<file path="src/rtl/core_column_readout_pkg.sv">
// Shared types and word layout for the column readout block.
package core_column_readout_pkg;

   localparam int unsigned NCORES   = 8;
   localparam int unsigned DATA_W   = 16;
   localparam int unsigned TRIGID_W = 5;
   localparam int unsigned CIDX_W   = $clog2(NCORES);
   localparam int unsigned WORD_W   = 1 + CIDX_W + DATA_W;

   typedef enum logic [2:0] {
      StIdle,
      StHeader,
      StScan,
      StRead,
      StCapt,
      StDone
   } state_e;

   // One output FIFO entry: header flag, source core index, payload.
   typedef struct packed {
      logic              hdr;
      logic [CIDX_W-1:0] cidx;
      logic [DATA_W-1:0] data;
   } out_word_t;

   // Event header: flag set, core index zero, trigger ID zero-extended into the payload.
   function automatic out_word_t make_header(input logic [TRIGID_W-1:0] trigid);
      out_word_t w;
      w.hdr  = 1'b1;
      w.cidx = '0;
      w.data = DATA_W'(trigid);
      return w;
   endfunction

endpackage

</file>
<file path="src/rtl/core_column_readout_if.sv">
// Signal bundle between the column readout, its cores, requester and data merger.
interface core_column_readout_if;
   import core_column_readout_pkg::*;

   logic                     ReadReq;
   logic [TRIGID_W-1:0]      TrigIdReq;
   logic                     ReadAck;
   logic [7:0]               HitCnt;
   logic [NCORES-1:0]        CoreToken;
   logic [NCORES-1:0]        CoreRead;
   logic [TRIGID_W-1:0]      CoreTrigId;
   logic [NCORES*DATA_W-1:0] CoreData;
   logic [WORD_W-1:0]        OutData;
   logic                     OutValid;
   logic                     OutReady;

   // Environment side: requester, cores and merger.
   modport master (
      output ReadReq, TrigIdReq, CoreToken, CoreData, OutReady,
      input  ReadAck, HitCnt, CoreRead, CoreTrigId, OutData, OutValid
   );

   // Readout block side.
   modport slave (
      input  ReadReq, TrigIdReq, CoreToken, CoreData, OutReady,
      output ReadAck, HitCnt, CoreRead, CoreTrigId, OutData, OutValid
   );

endinterface

</file>
<file path="src/rtl/core_column_readout_fifo.sv">
// Synchronous first-word-fall-through FIFO with full, empty and free-slot count.
module core_column_readout_fifo #(
   parameter int unsigned WIDTH = 8,
   parameter int unsigned DEPTH = 8
) (
   input  logic                   clk,
   input  logic                   rst_n,
   input  logic                   push,
   input  logic [WIDTH-1:0]       push_data,
   input  logic                   pop,
   output logic [WIDTH-1:0]       pop_data,
   output logic                   full,
   output logic                   empty,
   output logic [$clog2(DEPTH):0] free
);

   localparam int unsigned AW = $clog2(DEPTH);
   localparam logic [AW:0] FullCnt = (AW+1)'(DEPTH);

   logic [WIDTH-1:0] mem_q [DEPTH];
   logic [AW-1:0]    wr_q, rd_q;
   logic [AW:0]      cnt_q;
   logic             do_push, do_pop;

   // A full FIFO still accepts a push when the head leaves in the same cycle.
   assign do_pop  = pop & ~empty;
   assign do_push = push & (~full | do_pop);

   assign full     = (cnt_q == FullCnt);
   assign empty    = (cnt_q == '0);
   assign free     = FullCnt - cnt_q;
   assign pop_data = empty ? '0 : mem_q[rd_q];

   // Storage array, no reset needed since reads are gated by empty.
   always_ff @(posedge clk) begin
      if (do_push) begin
         mem_q[wr_q] <= push_data;
      end
   end

   // Pointers and occupancy.
   always_ff @(posedge clk or negedge rst_n) begin
      if (!rst_n) begin
         wr_q  <= '0;
         rd_q  <= '0;
         cnt_q <= '0;
      end else begin
         if (do_push) wr_q <= wr_q + 1'b1;
         if (do_pop)  rd_q <= rd_q + 1'b1;
         case ({do_push, do_pop})
            2'b10:   cnt_q <= cnt_q + 1'b1;
            2'b01:   cnt_q <= cnt_q - 1'b1;
            default: cnt_q <= cnt_q;
         endcase
      end
   end

endmodule

</file>
<file path="src/rtl/core_column_readout.sv">
// Drains one column of cores for a trigger ID into an output FIFO behind an event header.
module core_column_readout
   import core_column_readout_pkg::*;
#(
   parameter int unsigned FIFO_DEPTH = 8
) (
   input logic                 Clk,
   input logic                 Reset_b,
   core_column_readout_if.slave bus
);

   localparam int unsigned FREE_W = $clog2(FIFO_DEPTH) + 1;

   state_e              state_q, state_d;
   logic [TRIGID_W-1:0] trig_q;
   logic [CIDX_W-1:0]   cidx_q;
   logic [7:0]          hit_q;

   logic                found;
   logic [CIDX_W-1:0]   enc_idx;
   logic [DATA_W-1:0]   sel_data;
   logic [NCORES-1:0]   read_onehot;

   logic                fifo_push, fifo_pop, fifo_full, fifo_empty;
   logic [FREE_W-1:0]   fifo_free;
   out_word_t           push_word;
   logic [WORD_W-1:0]   head_word;

   // Lowest asserted token wins, so the top core always has priority.
   always_comb begin
      found   = 1'b0;
      enc_idx = '0;
      for (int k = int'(NCORES) - 1; k >= 0; k--) begin
         if (bus.CoreToken[k]) begin
            found   = 1'b1;
            enc_idx = CIDX_W'(k);
         end
      end
   end

   assign sel_data = bus.CoreData[cidx_q*DATA_W +: DATA_W];

   // State register.
   always_ff @(posedge Clk or negedge Reset_b) begin
      if (!Reset_b) begin
         state_q <= StIdle;
      end else begin
         state_q <= state_d;
      end
   end

   // Next-state logic; READ is only entered with a free slot, which CAPT later consumes.
   always_comb begin
      state_d = state_q;
      unique case (state_q)
         StIdle:   if (bus.ReadReq) state_d = StHeader;
         StHeader: if (!fifo_full) state_d = StScan;
         StScan: begin
            if (!found) begin
               state_d = StDone;
            end else if (fifo_free != '0) begin
               state_d = StRead;
            end
         end
         StRead:   state_d = StCapt;
         StCapt:   state_d = StScan;
         StDone:   state_d = StIdle;
         default:  state_d = StIdle;
      endcase
   end

   // FSM outputs: core strobe, FIFO push and acknowledge.
   always_comb begin
      fifo_push   = 1'b0;
      push_word   = '0;
      read_onehot = '0;
      bus.ReadAck = 1'b0;
      unique case (state_q)
         StHeader: begin
            if (!fifo_full) begin
               fifo_push = 1'b1;
               push_word = make_header(trig_q);
            end
         end
         StRead: read_onehot[cidx_q] = 1'b1;
         StCapt: begin
            fifo_push = 1'b1;
            push_word = '{hdr: 1'b0, cidx: cidx_q, data: sel_data};
         end
         StDone:  bus.ReadAck = 1'b1;
         default: ;
      endcase
   end

   // Trigger ID capture, selected core index and saturating hit counter.
   always_ff @(posedge Clk or negedge Reset_b) begin
      if (!Reset_b) begin
         trig_q <= '0;
         cidx_q <= '0;
         hit_q  <= '0;
      end else begin
         if (state_q == StIdle && bus.ReadReq) begin
            trig_q <= bus.TrigIdReq;
            hit_q  <= '0;
         end
         if (state_q == StScan && found && fifo_free != '0) begin
            cidx_q <= enc_idx;
         end
         if (state_q == StCapt && hit_q != 8'hFF) begin
            hit_q <= hit_q + 8'd1;
         end
      end
   end

   assign fifo_pop       = bus.OutReady & ~fifo_empty;
   assign bus.CoreRead   = read_onehot;
   assign bus.CoreTrigId = trig_q;
   assign bus.HitCnt     = hit_q;
   assign bus.OutValid   = ~fifo_empty;
   assign bus.OutData    = head_word;

   core_column_readout_fifo #(
      .WIDTH(WORD_W),
      .DEPTH(FIFO_DEPTH)
   ) u_fifo (
      .clk      (Clk),
      .rst_n    (Reset_b),
      .push     (fifo_push),
      .push_data(push_word),
      .pop      (fifo_pop),
      .pop_data (head_word),
      .full     (fifo_full),
      .empty    (fifo_empty),
      .free     (fifo_free)
   );

endmodule
</file>
<file path="src/flat_wrapper.sv">
// flat-port wrapper written by rule: the top's interface ports become plain ports
module core_column_readout_flat import core_column_readout_pkg::*;
#(
   parameter int unsigned FIFO_DEPTH = 8
)
  (Clk, Reset_b, bus_ReadReq, bus_TrigIdReq, bus_CoreToken, bus_CoreData, bus_OutReady, bus_ReadAck, bus_HitCnt, bus_CoreRead, bus_CoreTrigId, bus_OutData, bus_OutValid);
  core_column_readout_if bus_i ();
  input logic Clk;
  input logic Reset_b;
  input wire logic [$bits(bus_i.ReadReq)-1:0] bus_ReadReq;
  input wire logic [$bits(bus_i.TrigIdReq)-1:0] bus_TrigIdReq;
  input wire logic [$bits(bus_i.CoreToken)-1:0] bus_CoreToken;
  input wire logic [$bits(bus_i.CoreData)-1:0] bus_CoreData;
  input wire logic [$bits(bus_i.OutReady)-1:0] bus_OutReady;
  output wire logic [$bits(bus_i.ReadAck)-1:0] bus_ReadAck;
  output wire logic [$bits(bus_i.HitCnt)-1:0] bus_HitCnt;
  output wire logic [$bits(bus_i.CoreRead)-1:0] bus_CoreRead;
  output wire logic [$bits(bus_i.CoreTrigId)-1:0] bus_CoreTrigId;
  output wire logic [$bits(bus_i.OutData)-1:0] bus_OutData;
  output wire logic [$bits(bus_i.OutValid)-1:0] bus_OutValid;
  assign bus_i.ReadReq = bus_ReadReq;
  assign bus_i.TrigIdReq = bus_TrigIdReq;
  assign bus_i.CoreToken = bus_CoreToken;
  assign bus_i.CoreData = bus_CoreData;
  assign bus_i.OutReady = bus_OutReady;
  assign bus_ReadAck = bus_i.ReadAck;
  assign bus_HitCnt = bus_i.HitCnt;
  assign bus_CoreRead = bus_i.CoreRead;
  assign bus_CoreTrigId = bus_i.CoreTrigId;
  assign bus_OutData = bus_i.OutData;
  assign bus_OutValid = bus_i.OutValid;
  core_column_readout #(.FIFO_DEPTH(FIFO_DEPTH)) u_core (.Clk(Clk), .Reset_b(Reset_b), .bus(bus_i));
endmodule
</file>
<file path="config.mk">
export PLATFORM = sky130hd
export DESIGN_NAME = core_column_readout_flat
export DESIGN_NICKNAME = d
export VERILOG_FILES = /design/src/rtl/core_column_readout_pkg.sv /design/src/rtl/core_column_readout_if.sv /design/src/rtl/core_column_readout_fifo.sv /design/src/rtl/core_column_readout.sv /design/src/flat_wrapper.sv
export SDC_FILE = /design/constraint.sdc
export NUM_CORES = 1
export LEC_CHECK = 0
export ABC_CLOCK_PERIOD_IN_PS = 11500
export CELL_PAD_IN_SITES_DETAIL_PLACEMENT = 0
export CELL_PAD_IN_SITES_GLOBAL_PLACEMENT = 2
export CORE_ASPECT_RATIO = 0.6
export CORE_MARGIN = 3
export CORE_UTILIZATION = 48
export DETAILED_ROUTE_END_ITERATION = 8
export DONT_BUFFER_PORTS = 1
export PLACE_DENSITY_LB_ADDON = 0.2
export SLEW_MARGIN = 0
export SYNTH_ARGS = -nofsm -noshare
export SYNTH_HDL_FRONTEND = slang
export SYNTH_SLANG_ARGS = --single-unit
</file>
<file path="constraint.sdc">
create_clock -name Clk -period 11.5 [get_ports Clk]
set_clock_uncertainty 0.2 [all_clocks]
set_input_delay 2.3 -clock Clk [delete_from_list [all_inputs] [get_ports Clk]]
set_output_delay 2.3 -clock Clk [all_outputs]
set_load 0.03 [all_outputs]
</file>
Word level (Yosys, flattened, before mapping)
Memory sizes are Yosys's and may differ from the RTL's.
Index checks and enable logic that the tools add are counted.
{"block": "word_totals", "reg_bits": 29, "in_bits": 145, "mem_count": 1, "ram_bits": 160}
{"memory": "u_core.u_fifo.mem_q", "depth": 8, "word_bits": 20, "read_ports": 1, "rd_clocked_by_memory_dff": 0, "wr": 1, "line_no": "core_column_readout_fifo.sv:20", "source": "logic [WIDTH-1:0] mem_q [DEPTH];"}
{"block": "classes", "mux": 35, "n_bitwise": 6, "eq_ne": 12, "addsub": 6, "n_lt_le_gt_ge": 2, "shifts": 1, "n_reduce_logical": 11}
{"cell": "variable part select 128 x 8 -> 16 bit", "n": 1}
{"cell": "two-way mux 20 bit", "n": 2}
{"cell": "case mux 20 bit (2 select lines)", "n": 1}
{"cell": "two-way mux 3 bit", "n": 12}
{"cell": "two-way mux 8 bit", "n": 3}
{"cell": "case mux 3 bit (5 select lines)", "n": 1}
{"cell": "two-way mux 1 bit", "n": 13}
{"cell": "adder 8 x 1 -> 8 bit (second input constant)", "n": 1}
{"cell": "inequality test 8 bit (second input constant)", "n": 1}
{"cell": "case mux 4 bit (2 select lines)", "n": 1}
{"cell": "adder 3 x 1 -> 3 bit (second input constant)", "n": 2}
{"cell": "equality test 3 x 2 -> 1 bit (second input constant)", "n": 2}
{"cell": "equality test 3 bit (second input constant)", "n": 2}
{"cell": "logical AND 1 bit", "n": 5}
{"cell": "adder 4 x 1 -> 4 bit (second input constant)", "n": 1}
{"cell": "equality test 4 bit (second input constant)", "n": 1}
{"cell": "logical NOT 4 bit", "n": 1}
{"cell": "< comparator 3 x 4 -> 1 bit (second input constant)", "n": 1}
{"cell": "inequality test 2 bit (second input constant)", "n": 2}
{"cell": "nonzero test 2 bit", "n": 2}
{"cell": "nonzero test 4 bit", "n": 1}
{"cell": "subtractor 4 x 1 -> 4 bit (second input constant)", "n": 1}
{"cell": "subtractor 4 bit (first input constant)", "n": 1}
{"cell": "AND 1 bit", "n": 3}
{"cell": "other kinds (11)", "n": 12}

Depth between registers and ports, before layout
Gate-level depths: netlist of the first run.
{"block": "depth", "depth_word": 10, "depth_mapped": 12, "depth_no_buf": 10}

Cells and area by module
A second synthesis of the first run with hierarchy kept.
{"block": "hier_totals", "hier_cells": 578, "area_unflattened_um2": 8972.4}
{"mod": "core_column_readout_fifo", "instances": 1, "cells_per_inst": 310, "area_each_um2": 6734.0}
{"mod": "core_column_readout", "instances": 1, "cells_per_inst": 268, "area_each_um2": 2238.4}

Least setup slack after synthesis of the first run
OpenSTA, ideal clock, no wires.
{"block": "synth_path", "path_type": "input-to-reg", "from": "input bus_OutReady", "to": "memory u_core.u_fifo.mem_q[0][0] in the netlist's numbering, enable pin", "slack_ns": 6.198, "path_stages": 5, "required_time_ns": 10.852, "setup_ns": 0.448, "path_buffers": 1, "t_arrival_ns": 4.654, "cell_sequence": "nand3b_1 o21ai_1 nand2b_1 buf_4 nor4_1"}
{"block": "synth_via", "elab_chain_len": 6}
{"element": "from (decl)", "line_no": "flat_wrapper.sv:14", "source": "input wire logic [$bits(bus_i.OutReady)-1:0] bus_OutReady;"}
{"element": "AND 1 bit", "line_no": "core_column_readout.sv:115", "source": "assign fifo_pop = bus.OutReady & ~fifo_empty;"}
{"element": "AND 1 bit", "line_no": "core_column_readout_fifo.sv:26", "source": "assign do_pop = pop & ~empty;"}
{"element": "bitwise OR 1 bit", "line_no": "core_column_readout_fifo.sv:27", "source": "assign do_push = push & (~full | do_pop);"}
{"element": "AND 1 bit", "line_no": "core_column_readout_fifo.sv:27"}
{"element": "two-way mux 1 bit", "line_no": "core_column_readout_fifo.sv:36", "source": "if (do_push) begin"}
{"element": "two-way mux 1 bit (not written as such)", "line_no": "core_column_readout_fifo.sv:37", "source": "mem_q[wr_q] <= push_data;"}
{"element": "to (decl)", "line_no": "core_column_readout_fifo.sv:20"}
Every way passes these cells.

Worst setup path in the final report of the first run
{"block": "layout_path", "from": "register u_core.cidx_q[2]", "to": "output bus_CoreRead[4]"}
{"block": "layout_via", "elab_chain_len": 5}
{"element": "from (decl)", "line_no": "core_column_readout.sv:16", "source": "logic [CIDX_W-1:0] cidx_q;"}
{"element": "from (signal assigned)", "line_no": "core_column_readout.sv:107", "source": "cidx_q <= enc_idx;"}
{"element": "< comparator 3 x 4 -> 1 bit (not written as such) or greater-or-equal comparator 3 x 1 -> 1 bit (tied branches)", "line_no": "core_column_readout.sv:85", "source": "StRead: read_onehot[cidx_q] = 1'b1;"}
{"element": "logical AND 1 bit (not written as such)", "line_no": "core_column_readout.sv:85"}
{"element": "two-way mux 1 bit (not written as such)", "line_no": "core_column_readout.sv:85"}
{"element": "demux 1 bit (select 3 bit) *"}
{"element": "two-way mux 8 bit *", "line_no": "core_column_readout.sv:78", "source": "unique case (state_q)"}
{"element": "to (decl)", "line_no": "flat_wrapper.sv:17", "source": "output wire logic [$bits(bus_i.CoreRead)-1:0] bus_CoreRead;"}
Mark *: on every way between the ends. The rest lies on a longest branch, timed or not.

==> metrics.md, run 1 <==
| Metric | Value |
|---|---|
| DR DRC count | `0` |
| # clock sinks | `189` |
| Worst-path clk slew | `around 0.08 ns` |
| Critical path class | `reg2out` |
| EDFF count, synth | `160` |
| Sw Ratio | `between 30% and 40%` |
| TritonCTS Buffers | `17` |
| Clk root buf | `clkbuf_16` |
| Final total power | `roughly 2600 uW` |
| Pin count of the biggest net entering global routing | `46` |
| FF+latch count, synth | `~190` |
| Fmax | `between 150 and 200 MHz` |
| Psw | `~1000 uW` |
| Worst-path cell with the longest stage delay | `dfrtp_2` |
| Initial drt markers | `455` |
| Global route overflow | `0` |
| Post-CTS sizing | `0` |
| DP Wirelength | `between 10 and 15 mm` |
| Fin nets | `a little over 700` |
| Pint | `about 1600 uW` |
| Peak VDD IR | `between 0.1 and 0.15 mV` |
| Setup tns final | `0 ns` |
| Startpoint Class | `flip-flop` |
| Area delta synth->final | `8.757%` |
| IO Port Bufs | `0` |
| Combinational power share | `approximately 40%` |
| Sequential fraction of the synthesis area | `between 60 and 70%` |
| Clock power share | `~22%` |
| PD cells | `approximately 270 mW/mm^2` |
| Vias per inst | `6.301` |
| Leakage | `between 0.003 and 0.004 uW` |
| Die Width | `between 150 and 200 um` |
| Worst slew pin tran | `approximately 1.1 ns` |
| GRT Total Usage | `21.71%` |
| Syn Nets | `720` |
| Post-DP Area | `about 0.0092 sq mm` |
| Most common library cells after synthesis | `edfxtp_1 (160), mux4_2 (54), nor2_1 (46)` |
| Vias in the first global route | `about 5400` |
| Final Hold Viols | `0` |
| Die Area | `between 0.02 and 0.025 sq mm` |
| Die height | `around 110 um` |
| Worst path max stage delay | `1.01 ns` |
| Cts hold-fix bufs | `0` |
| # H-tree levels | `4` |
| Final setup violation count | `0` |
| Cell Chain, Critical Path | `nand3_1 > nor3_1` |
| Core Region | `0.01821 sq mm` |
| RSZ-0062 raised after global routing | `false` |
| Max Slew Vio Count | `0` |
| Global-route wire length before repair | `~33 mm` |
| Fin area | `around 0.0098 sq mm` |
| Critical Path RT | `roughly 9 ns` |
| Vias | `5129` |
| Critical path arrival | `2.51 ns` |
| Setup crit end kind | `output pin` |
| # Max-Cap Violations | `0` |
| Post-Syn Area | `0.008987 sq mm` |
| Row count | `38` |
| Initial antenna violation count | `0` |
| IO Count | `approximately 190` |
| Period utilization | `around 44%` |
| Most common cell in the netlist | `edfxtp_1` |
| Initial Util | `49.35%` |
| Synth area leaders | `edfxtp_1 (53%), mux4_2 (14%), dfrtp_1 (8.1%), mux2i_1 (4.0%), nor2_1 (1.9%)` |
| Syn Inst Count | `about 570` |
| Warnings, synthesis | `0` |
| Average wire per standard cell | `26.41 um` |
| Clk buf depth | `2` |
| DR pass1 iterations | `5` |
| Ant diodes | `0` |
| Yosys top cell area share | `between 50% and 60%` |
| Post-CTS Setup Bufs | `0` |
| Layout cell share with drive strength beyond 1 | `around 22%` |
| Synth area leader | `edfxtp_1` |
| GPL Wtd Cong | `approximately 0.76` |
| Status | `complete, no violations` |
| Most common flop cell mapped by yosys | `edfxtp_1` |
| Routed wire length | `21.50 mm` |
| Slew Limit Headroom | `28.48%` |
| Min-Delay Path Class | `reg2reg` |
| Register share of total power | `39.4%` |
| Final worst path period need | `approximately 5 ns` |
| Clock latency on the worst-skew pair | `0.43 ns` |
| Syn_area_per_cell | `approximately 16 sq um` |
| Critical path peak fanout | `45` |
| TritonCTS clock tree | `yes` |
| Synth unique cells | `65` |
| Final ANT Viol Nets | `0` |
| Async SR Flop Fraction | `15.34%` |
## per-stage QoR
| step | std cells | utilization, % | setup slack (ns) | hold WS [ns] |
|---|---|---|---|---|
| after floorplan | 569 | - | 6.198 | 0.2906 |
| after global placement | 782 | 50.58 | 6.912 | 0.3688 |
| after detailed placement | 782 | 50.58 | 6.930 | 0.3828 |
| after CTS | 814 | 53.68 | 6.449 | 0.4001 |
| after global routing | 814 | 53.68 | 6.278 | 0.4393 |
| final | 814 | 53.68 | 6.489 | 0.3976 |
## metal layers
metal	GRT usage (%)	part of all wire, %	vias to the layer above
li1	-	-	2250
met1	31.25	45	2679
met2	34.08	48	184
met3	4.897	6.0	16
met4	5.223	0.93	0
met5	0	0	-
## worst max-delay path: cells and delay by family (launching register included)
| kind | cells | cell delay (ns) |
|---|---|---|
| simple gates | 2 | 1.07 |
| flops | 1 | 1.01 |
## kinds of logic (layout without fill, tap and decap cells)
family                   after synthesis  count (layout)  synth area share [%]
flip-flops                           189             189                 61.53
AND/OR/NAND/NOR                      135             135                 8.270
multiplexers                         105             105                 19.46
AO/OA/AOI/OAI                         76              76                 6.167
buffers and inverters                 48              53                 2.757
XOR/XNOR                              10              10                0.9745
adder cells (fa/ha/maj)                6               6                0.8353
## flip-flops by register name, summed over array words and instances, names as in the netlist
| register | cells |
|---|---|
| u_core.cidx_q | 3 |
| u_core.u_fifo.wr_q | 3 |
| u_core.state_q | 3 |
| u_core.bus.CoreTrigId | 5 |
| u_core.bus.HitCnt | 8 |
| u_core.u_fifo.cnt_q | 4 |
| u_core.u_fifo.mem_q | 160 |
| u_core.u_fifo.rd_q | 3 |
## power by group through the flow
stage / logic [uW] / registers, uW / clock network (uW)
after floorplan: 890 / 965 / 0
after global placement: 1020 / 1040 / 0
after detailed placement: 1030 / 1040 / 0
after CTS: 1030 / 1030 / 580
after global routing: 1110 / 1050 / 605
final: 1020 / 1030 / 566
## cells in the final DEF (no fill, tap or decap), drive strengths merged, types with 6 or more instances in the layout
cell    instances
a21oi          12
xnor2           6
a22oi           8
clkbuf         17
mux2i          36
inv            19
mux4           54
nand2          22
dfrtp          29
o21ai          11
nand2b          8
mux2           15
ha              6
nand3           6
edfxtp        160
nor3           13
nor2           48
buf            14
## layout make-up
class | count | area [sq um]
timing repair buffer | 14 | 105.1
fill | 1447 | 8436
inverter | 7 | 26.28
multi-input combinational | 332 | 3244
tap | 240 | 300.3
clock buffer | 17 | 425.4
sequential | 189 | 5534
clock inverter | 15 | 138.9
## final timing paths
kind	end	cells past startpoint	from	slack (ns)
worst min-delay path	u_core.u_fifo.cnt_q[3]	1	u_core.u_fifo.cnt_q[3]	0.40
min in group asynchronous	u_core.bus.HitCnt[5]	0	Reset_b	1.36
worst max register to register	u_core.u_fifo.mem_q[4][3]	4	u_core.state_q[0]	8.31
worst min register to register	u_core.u_fifo.cnt_q[3]	1	u_core.u_fifo.cnt_q[3]	0.40
max in group asynchronous	u_core.u_fifo.wr_q[2]	0	Reset_b	9.65
worst max-delay path	bus_CoreRead[4]	2	u_core.cidx_q[2]	6.49
Power figures use the tool's default switching activity.
==> run 2, diff against run 1 <==
--- a/config.mk
+++ b/config.mk
@@ -5,12 +5,12 @@
 export SDC_FILE = /design/constraint.sdc
 export NUM_CORES = 1
 export LEC_CHECK = 0
-export ABC_CLOCK_PERIOD_IN_PS = 11500
+export ABC_CLOCK_PERIOD_IN_PS = 4500
 export CELL_PAD_IN_SITES_DETAIL_PLACEMENT = 0
 export CELL_PAD_IN_SITES_GLOBAL_PLACEMENT = 2
 export CORE_ASPECT_RATIO = 0.6
 export CORE_MARGIN = 3
-export CORE_UTILIZATION = 48
+export CORE_UTILIZATION = 40
 export DETAILED_ROUTE_END_ITERATION = 8
 export DONT_BUFFER_PORTS = 1
 export PLACE_DENSITY_LB_ADDON = 0.2
==> constraint.sdc (replaced) <==
create_clock -name Clk -period 4.5 [get_ports Clk]
set_clock_uncertainty 0.2 [all_clocks]
set_input_delay 0.9 -clock Clk [delete_from_list [all_inputs] [get_ports Clk]]
set_output_delay 0.9 -clock Clk [all_outputs]
set_load 0.03 [all_outputs]
==> metrics.md, run 2 (synthesis gave the netlist of run 1 again) <==
| Metric | Value |
|---|---|
| Layout cell share with drive strength beyond 1 | `between 20% and 30%` |
| RR Endpoint | `u_core.u_fifo.mem_q[7][3]` |
| Fmax | `roughly 270 MHz` |
| Met3 usage | `under 10%` |
| Routed wire length | `22.42 mm` |
| Min-Delay Path Class | `in2async` |
| Commonest non-fill, non-tap cell in the layout | `edfxtp_1` |
| M2 GR Usage | `between 20% and 30%` |
| Clock latency on the worst-skew pair | `between 0.4 and 0.5 ns` |
| Status | `complete, no violations` |
| Crit path from | `u_core.cidx_q[2]` |
| DP Wirelength | `around 15 mm` |
| Critical path peak fanout | `45` |
| GPL Wtd Cong | `just under 0.8` |
| Worst-path cell with the longest stage delay | `dfrtp_2` |
| Setup crit end | `bus_CoreRead[4]` |
| # clock sinks | `around 190` |
| Critical path class | `reg2out` |
| Die height | `122.1 um` |
| Setup crit end kind | `output pin` |
| Vias | `slightly above 5000` |
| Period utilization | `around four fifths` |
| Peak VDD IR | `approximately 0.33 mV` |
| Critical Path RT | `between 3 and 4 ns` |
| Initial drt markers | `between 300 and 400` |
| Placed cells | `between 800 and 900` |
| Die Area | `0.02436 sq mm` |
| Worst R2R Path Depth | `4` |
| Worst-path clk slew | `around 0.080 ns` |
| RSZ-0062 raised after global routing | `false` |
| GRT Total Usage | `18.93%` |
| Final worst path period need | `between 3 and 4 ns` |
| IO Port Bufs | `0` |
| FF-to-FF Start | `u_core.state_q[0]` |
| Clk root buf | `clkbuf_16` |
| Slew Limit Headroom | `around 18%` |
| Initial Util | `between 40% and 50%` |
| Post-CTS sizing | `0` |
| Post-CTS Setup Bufs | `0` |
| Critical path arrival | `~2.6 ns` |
| Most frequent cells in the layout | `edfxtp_1 (160), mux4_2 (54), nor2_1 (46)` |
| Area delta synth->final | `10.09%` |
| Cts hold-fix bufs | `1` |
| Fin cells | `854` |
| Vias in the first global route | `~5400` |
| Startpoint Class | `flip-flop` |
| Average wire per standard cell | `26.25 um` |
| TritonCTS clock tree | `yes` |
| TritonCTS Buffers | `17` |
| Top reg by flops | `u_core.u_fifo.mem_q` |
| Setup tns final | `0 ns` |
| Vias per inst | `5.943` |
| DR pass1 iterations | `5` |
| Fin nets | `between 700 and 800` |
| Final ANT Viol Nets | `0` |
| GR Util met1 | `between 20% and 30%` |
| Global-route wire length before repair | `~33 mm` |
| Leakage | `approximately 0.0034 uW` |
| Max Slew Vio Count | `0` |
| Worst path max stage delay | `about 0.99 ns` |
| Global route overflow | `0` |
| Max reg flops | `160` |
| # Max-Cap Violations | `0` |
| DR DRC count | `0` |
| Final setup violation count | `0` |
| Clk buf depth | `2` |
| Row count | `between 40 and 50` |
| Busiest grt layer | `met2` |
| Cell Chain, Critical Path | `nand3_1 > nor3_1` |
| Die Width | `around 200 um` |
| Worst slew pin tran | `about 1.2 ns` |
| PD cells | `684.2 mW/mm^2` |
| Fillers | `1839` |
| Pin count of the biggest net entering global routing | `between 40 and 50` |
| IO Count | `between 150 and 200` |
| Core Region | `roughly 0.022 sq mm` |
| # H-tree levels | `4` |
| Ant diodes | `0` |
| Initial antenna violation count | `2` |
| Reg-to-reg slack, setup | `1.33 ns` |
| Final Hold Viols | `0` |
-- run 2: changes by cell type in the layout (fill, tap and decap cells not counted), sizes merged --
cell    change
buf         +1
clkinv      +3
inv         -3
-- run 2: critical path, delay by kind of cell (launching register included) --
family	cells	cell delay (ns)
simple gates	2	1.14
flops	1	0.99
-- run 2: how the worst min path moves through the flow --
| stage | startpoint | to | slack (ns) |
|---|---|---|---|
| after floorplan | u_core.u_fifo.cnt_q[3] | u_core.u_fifo.cnt_q[3] | 0.29 |
| after global placement | u_core.u_fifo.cnt_q[3] | u_core.u_fifo.cnt_q[3] | 0.35 |
| after detailed placement | u_core.u_fifo.cnt_q[3] | u_core.u_fifo.cnt_q[3] | 0.37 |
| after CTS | Reset_b | u_core.bus.CoreTrigId[2] | 0.07 |
| after global routing | Reset_b | u_core.bus.HitCnt[5] | 0.07 |
| final | Reset_b | u_core.bus.CoreTrigId[2] | 0.08 |
-- run 2: power by group --
part	internal [uW]	leakage (uW)	switching, uW
Clock	758	0.000291	737
Sequential	2260	0.00186	479
Combinational	1030	0.00122	1500
Total	4050	0.00337	2720
-- run 2: area by class of cell --
cell class / count / area, sq um / area share [%]
clock buffers: 17 / 425.4 / 4.299
inverters: 7 / 26.28 / 0.2656
well taps: 279 / 349.1 / 3.528
repair buffers: 15 / 137.6 / 1.391
clock inverters: 15 / 177.7 / 1.796
multi-input cells: 332 / 3244 / 32.79
flip-flops and latches: 189 / 5534 / 55.93
-- run 2: stage by stage --
| step | power [uW] | cell area [sq um] | util, % | hold WS, ns | setup slack, ns |
|---|---|---|---|---|---|
| CTS | 6860 | 9894 | 45.92 | 0.07388 | 0.7301 |
| global route | 7154 | 9894 | 45.92 | 0.06829 | 0.6190 |
| floorplan | 4740 | 8987 | - | 0.2906 | 0.5977 |
| global placement | 5302 | 9271 | 43.03 | 0.3477 | 1.228 |
| finish | 6769 | 9894 | 45.92 | 0.07997 | 0.8293 |
| detailed placement | 5357 | 9271 | 43.03 | 0.3704 | 1.198 |
-- run 2: metal layers --
layer | wire [um] | vias up
met4 | 175 | 2
met2 | 10540 | 163
li1 | - | 2254
met3 | 1285 | 14
met1 | 10410 | 2642
met5 | 13 | -
==> edit 1, RTL diff (config.mk and constraints of run 2) <==
Re-encode `state_e` (6 states) as one-hot, 6 bits wide.
--- a/src/rtl/core_column_readout_pkg.sv
+++ b/src/rtl/core_column_readout_pkg.sv
@@ -8,11 +8,11 @@
    localparam int unsigned WORD_W   = 1 + CIDX_W + DATA_W;
 
-   typedef enum logic [2:0] {
-      StIdle,
-      StHeader,
-      StScan,
-      StRead,
-      StCapt,
-      StDone
+   typedef enum logic [5:0] {
+      StIdle   = 6'b000001,
+      StHeader = 6'b000010,
+      StScan   = 6'b000100,
+      StRead   = 6'b001000,
+      StCapt   = 6'b010000,
+      StDone   = 6'b100000
    } state_e;
 
Function: same outputs for any inputs over 10 cycles, from zero or initial values and one cycle with Reset_b low; not proved beyond that.
==> edit 1 against run 2 <==
- worst setup slack got worse by 0.30 ns
- worst hold slack improved by 0.011 ns
- sequential cell count increased by 3
- area after synthesis increased by 1.6%
- utilization decreased by 0.32 points
- power decreased by 10%
- routed wire length increased by 0.43%
- cell area increased by 2.4%
==> edit 1: results (changes against run 2) <==
** Outcome
- The run finished with clean final reports.

** Worst setup path
- The endpoint identified for the worst register-to-register timing path is u_core.u_fifo.cnt_q[2].
- Crit-path slowest cell :: nor3b_1
- Largest stage delay, worst path :: 0.62 ns (-0.37 ns)
- Highest net fanout along the worst path :: 11 (-76%)
- Launching point of the worst reg2reg path :: u_core.state_q[3]
- The cell depth of the worst flop-to-flop path is 11 (+7).
- Slack of the worst reg-to-reg path :: 0.78 ns (-0.55 ns)

** Finish
- Fraction of final layout cells with drive strength greater than 1 :: 23.16% (+0.90 points)
- Non-clock inverter instance count of the final layout :: 8 (+1)
- Clock network contribution to total cell area :: 5.530% (-0.56 points)
- The number of clock buffers in the layout was 19 (+2).
- The number of fill cells is 1971 (+7.2%).
- Number of flip-flops and latches :: 192 (+1.6%)
- Non-clock buffer share of cell area :: 2.024% (+0.63 points)
- The multi-input combinational area share was 33.01% (+0.22 points).

** Yosys
- Leading cell types by count after synthesis :: edfxtp_1, nor2_1, mux4_2, mux2i_1, dfrtp_1
- The post-synth net total was 749 (+4.0%).
- The netlist area before placement is 9128 um2 (+1.6%).
- The post-synthesis async set-or-reset flop share is 16.67% (+1.3 points).
- Dominant cells by area after synthesis :: edfxtp_1, mux4_2, dfrtp_1
- Fraction of the yosys area taken by sequential cells :: 61.43% (-0.11 points)
- Count of unique library cells instantiated by Yosys :: 52 (-20%)

** Global routing
- The routing usage on met3 was 4.525% (-0.48 points).
- Global router's overall resource usage :: 18.75% (-0.18 points)
- Number of antenna violations at the first check in global routing :: 0 (-2)
- The via count of the first global-routing pass came to 5658 (+5.1%).
- Grt met1 use :: 26.78% (+0.064 points)
- The largest net degree at the start of global routing was 36 (-22%).
- The met2 routing resource usage after global routing is 29.88% (-0.11 points).

** Place
- The setup slack after placement was 0.7863 ns (-0.4112 ns).
- Instance area at placement :: 9555 um2 (+3.1%)

** Pwr
- The combinational group share of total power was 35.2% (-2.2 points).
- Static leakage :: 3.361 nW (-0.29%)
- The power in the clock group is 1.45 mW (-3%).
- The net switching component of the power came to 2.314 mW (-15%).
- The largest vdd supply drop is 0.0002504 V (-23%).

** Drt
- Detailed route wirelength on metal3 :: 1013 um (-21%)
- Routed length on met2 :: 10520 um (-0.19%)
- The violation count after the first detailed-route iteration came to 314 (-21%).
- Routed signal wires occupy layers up through met4.
- The average detailed-routed wire length per instance was 24.45 um (-6.9%).
[edit 1: how the worst min path moves through the flow]
stage,startpoint,endpoint,cells after the start
floorplan,u_core.u_fifo.cnt_q[3],u_core.u_fifo.cnt_q[3],1
global placement,u_core.u_fifo.cnt_q[3],u_core.u_fifo.cnt_q[3],1
detailed placement,u_core.u_fifo.cnt_q[3],u_core.u_fifo.cnt_q[3],1
CTS,Reset_b,u_core.state_q[0],0
global route,Reset_b,u_core.state_q[0],0
finish,Reset_b,u_core.bus.HitCnt[0],1
[edit 1: logic make-up after synthesis]
kind of cell / share of synthesized area [%]
flip-flops: 61.43
AND/OR/NAND/NOR: 8.979
multiplexers: 18.90
AO/OA/AOI/OAI: 6.388
buffers and inverters: 2.426
XOR/XNOR: 1.055
adder cells (fa/ha/maj): 0.8225
==> edit 2, RTL diff (settings of run 2) <==
Without the edit above. The package constant `TRIGID_W` goes from 5 to 6.
--- a/src/rtl/core_column_readout_pkg.sv
+++ b/src/rtl/core_column_readout_pkg.sv
@@ -4,5 +4,5 @@
    localparam int unsigned NCORES   = 8;
    localparam int unsigned DATA_W   = 16;
-   localparam int unsigned TRIGID_W = 5;
+   localparam int unsigned TRIGID_W = 6;
    localparam int unsigned CIDX_W   = $clog2(NCORES);
    localparam int unsigned WORD_W   = 1 + CIDX_W + DATA_W;
Ports: changed (resized bus_CoreTrigId and bus_TrigIdReq); port bits go from 188 to 190. No check against the original RTL was run, so the function may have changed too.
==> edit 2 against run 2 <==
- cell area grew 0.62%
- sequential cell count grew 1
- worst setup slack gained 0.18 ns
- routed wire length shrank 3.0%
- power up 2.4%
- area after synthesis shrank 0.35%
- die area fell by 0.34%
==> edit 2: results (changes against run 2) <==
** Drt
- Detailed-routing wirelength on met1 :: 10020 um (-3.7%)
- The highest metal layer carrying signal wires in the routed design is met4.
- The average detailed-routed wire length per instance was 24.99 um (-4.8%).
- The number of search-and-repair iterations in the first detailed-routing pass came to 4 (-1).
- Routed length on met2 :: 10190 um (-3.3%)
- Detailed route wirelength on metal3 :: 1271 um (-1.1%)

** Place
- The last weighted congestion value of the routability-driven placer came to 0.7843 (+1.8%).
- Total half-perimeter wirelength after legalization and detailed placement :: 14740 um (-4.5%)
- The number of cells after detailed placement came to 837 (+1.9%).

** Finish
- The final instance count without filler cells is 870 (+1.9%).
- Fraction of final layout cells with drive strength greater than 1 :: 22.34% (+0.074 points)

** Global routing
- The largest net degree at the start of global routing came to 43 (-6.5%).
- The via count of the first global-routing pass came to 5369 (-0.24%).
- The global-route total usage across every layer was 18.61% (-0.32 points).
- The initial antenna violation count is 0 (-2).
- Global-route track usage on met2 :: 28.72% (-1.3 points)
- Global-route wire length before repair :: 32910 um (-1.7%)
- The met1 usage was 25.69% (-1.0 points).

** Yosys
- The post-synthesis async set-or-reset flop share was 15.79% (+0.45 points).
- Synth Area in Compound Gates :: 5.937% (-0.23 points)
- Gate count of the mapped netlist :: 582 (+2.3%)
- The adder and majority cell fraction of the synthesized area came to 0.8382% (+0.0029 points).
- Dominant cells by area after synthesis :: edfxtp_1, mux4_2, dfrtp_1
- The post-synth net total is 734 (+1.9%).
- The mux cell area share after synthesis was 19.73% (+0.26 points).
- Leading cell types by count after synthesis :: edfxtp_1, nor2_1, mux4_2, mux2i_1, dfrtp_1

** Pwr
- Combinational Power Share :: 37.1% (-0.3 points)
- Largest vdd supply drop :: 0.0003445 V (+5.9%)
- Power per standard cell area :: 696.2 nW/um2 (+1.8%)

** Worst setup path
- The worst-path maximum fanout was 18 (-60%).
- Tracing the worst setup path back leads to its startpoint at u_core.state_q[1].
- Largest stage delay, worst path :: 0.75 ns (-0.24 ns)
- Destination of the critical timing path :: bus_CoreRead[5]
- Crit-path slowest cell :: dfrtp_1
- Endpoint of the worst register-to-register path :: u_core.u_fifo.cnt_q[2]
- Data arrival, critical path :: 2.39 ns (-0.18 ns)

** Outcome
- Result of the run :: complete, no violations

** STA
- Transition time at the pin with the least slew margin :: 0.9281 ns (-0.2967 ns)
[edit 2: cell count changes after synthesis, sizes merged, moves of 6 or more]
cell,delta
buf,-10
clkbuf,+10
nand3,+10
a221oi,+7
nor3,-6
[edit 2: stage by stage]
step / hold WS (ns) / setup slack [ns]
global route: 0.07782 / 0.7374
CTS: 0.07560 / 0.9697
global placement: 0.3106 / 1.465
detailed placement: 0.3227 / 1.462
finish: 0.09222 / 1.013
floorplan: 0.2691 / 0.4475
[edit 2: worst register-to-register path, delay by kind of cell (launching register included)]
| kind | cells | cell delay, ns |
|---|---|---|
| flops | 1 | 0.47 |
| fa+ha+maj | 2 | 0.47 |
| xor+xnor | 3 | 0.45 |
| simple gates | 3 | 0.64 |
| buf+inv | 2 | 0.50 |
| compound gates | 1 | 0.14 |
[edit 2: layout make-up]
class                      instances  area [um2]
tap                              279       349.1
fill                            1832       11540
inverter                           5       18.77
clock buffer                      18       429.2
clock inverter                    14       214.0
multi-input combinational        346        3227
timing repair buffer              18       160.2
sequential                       190        5558
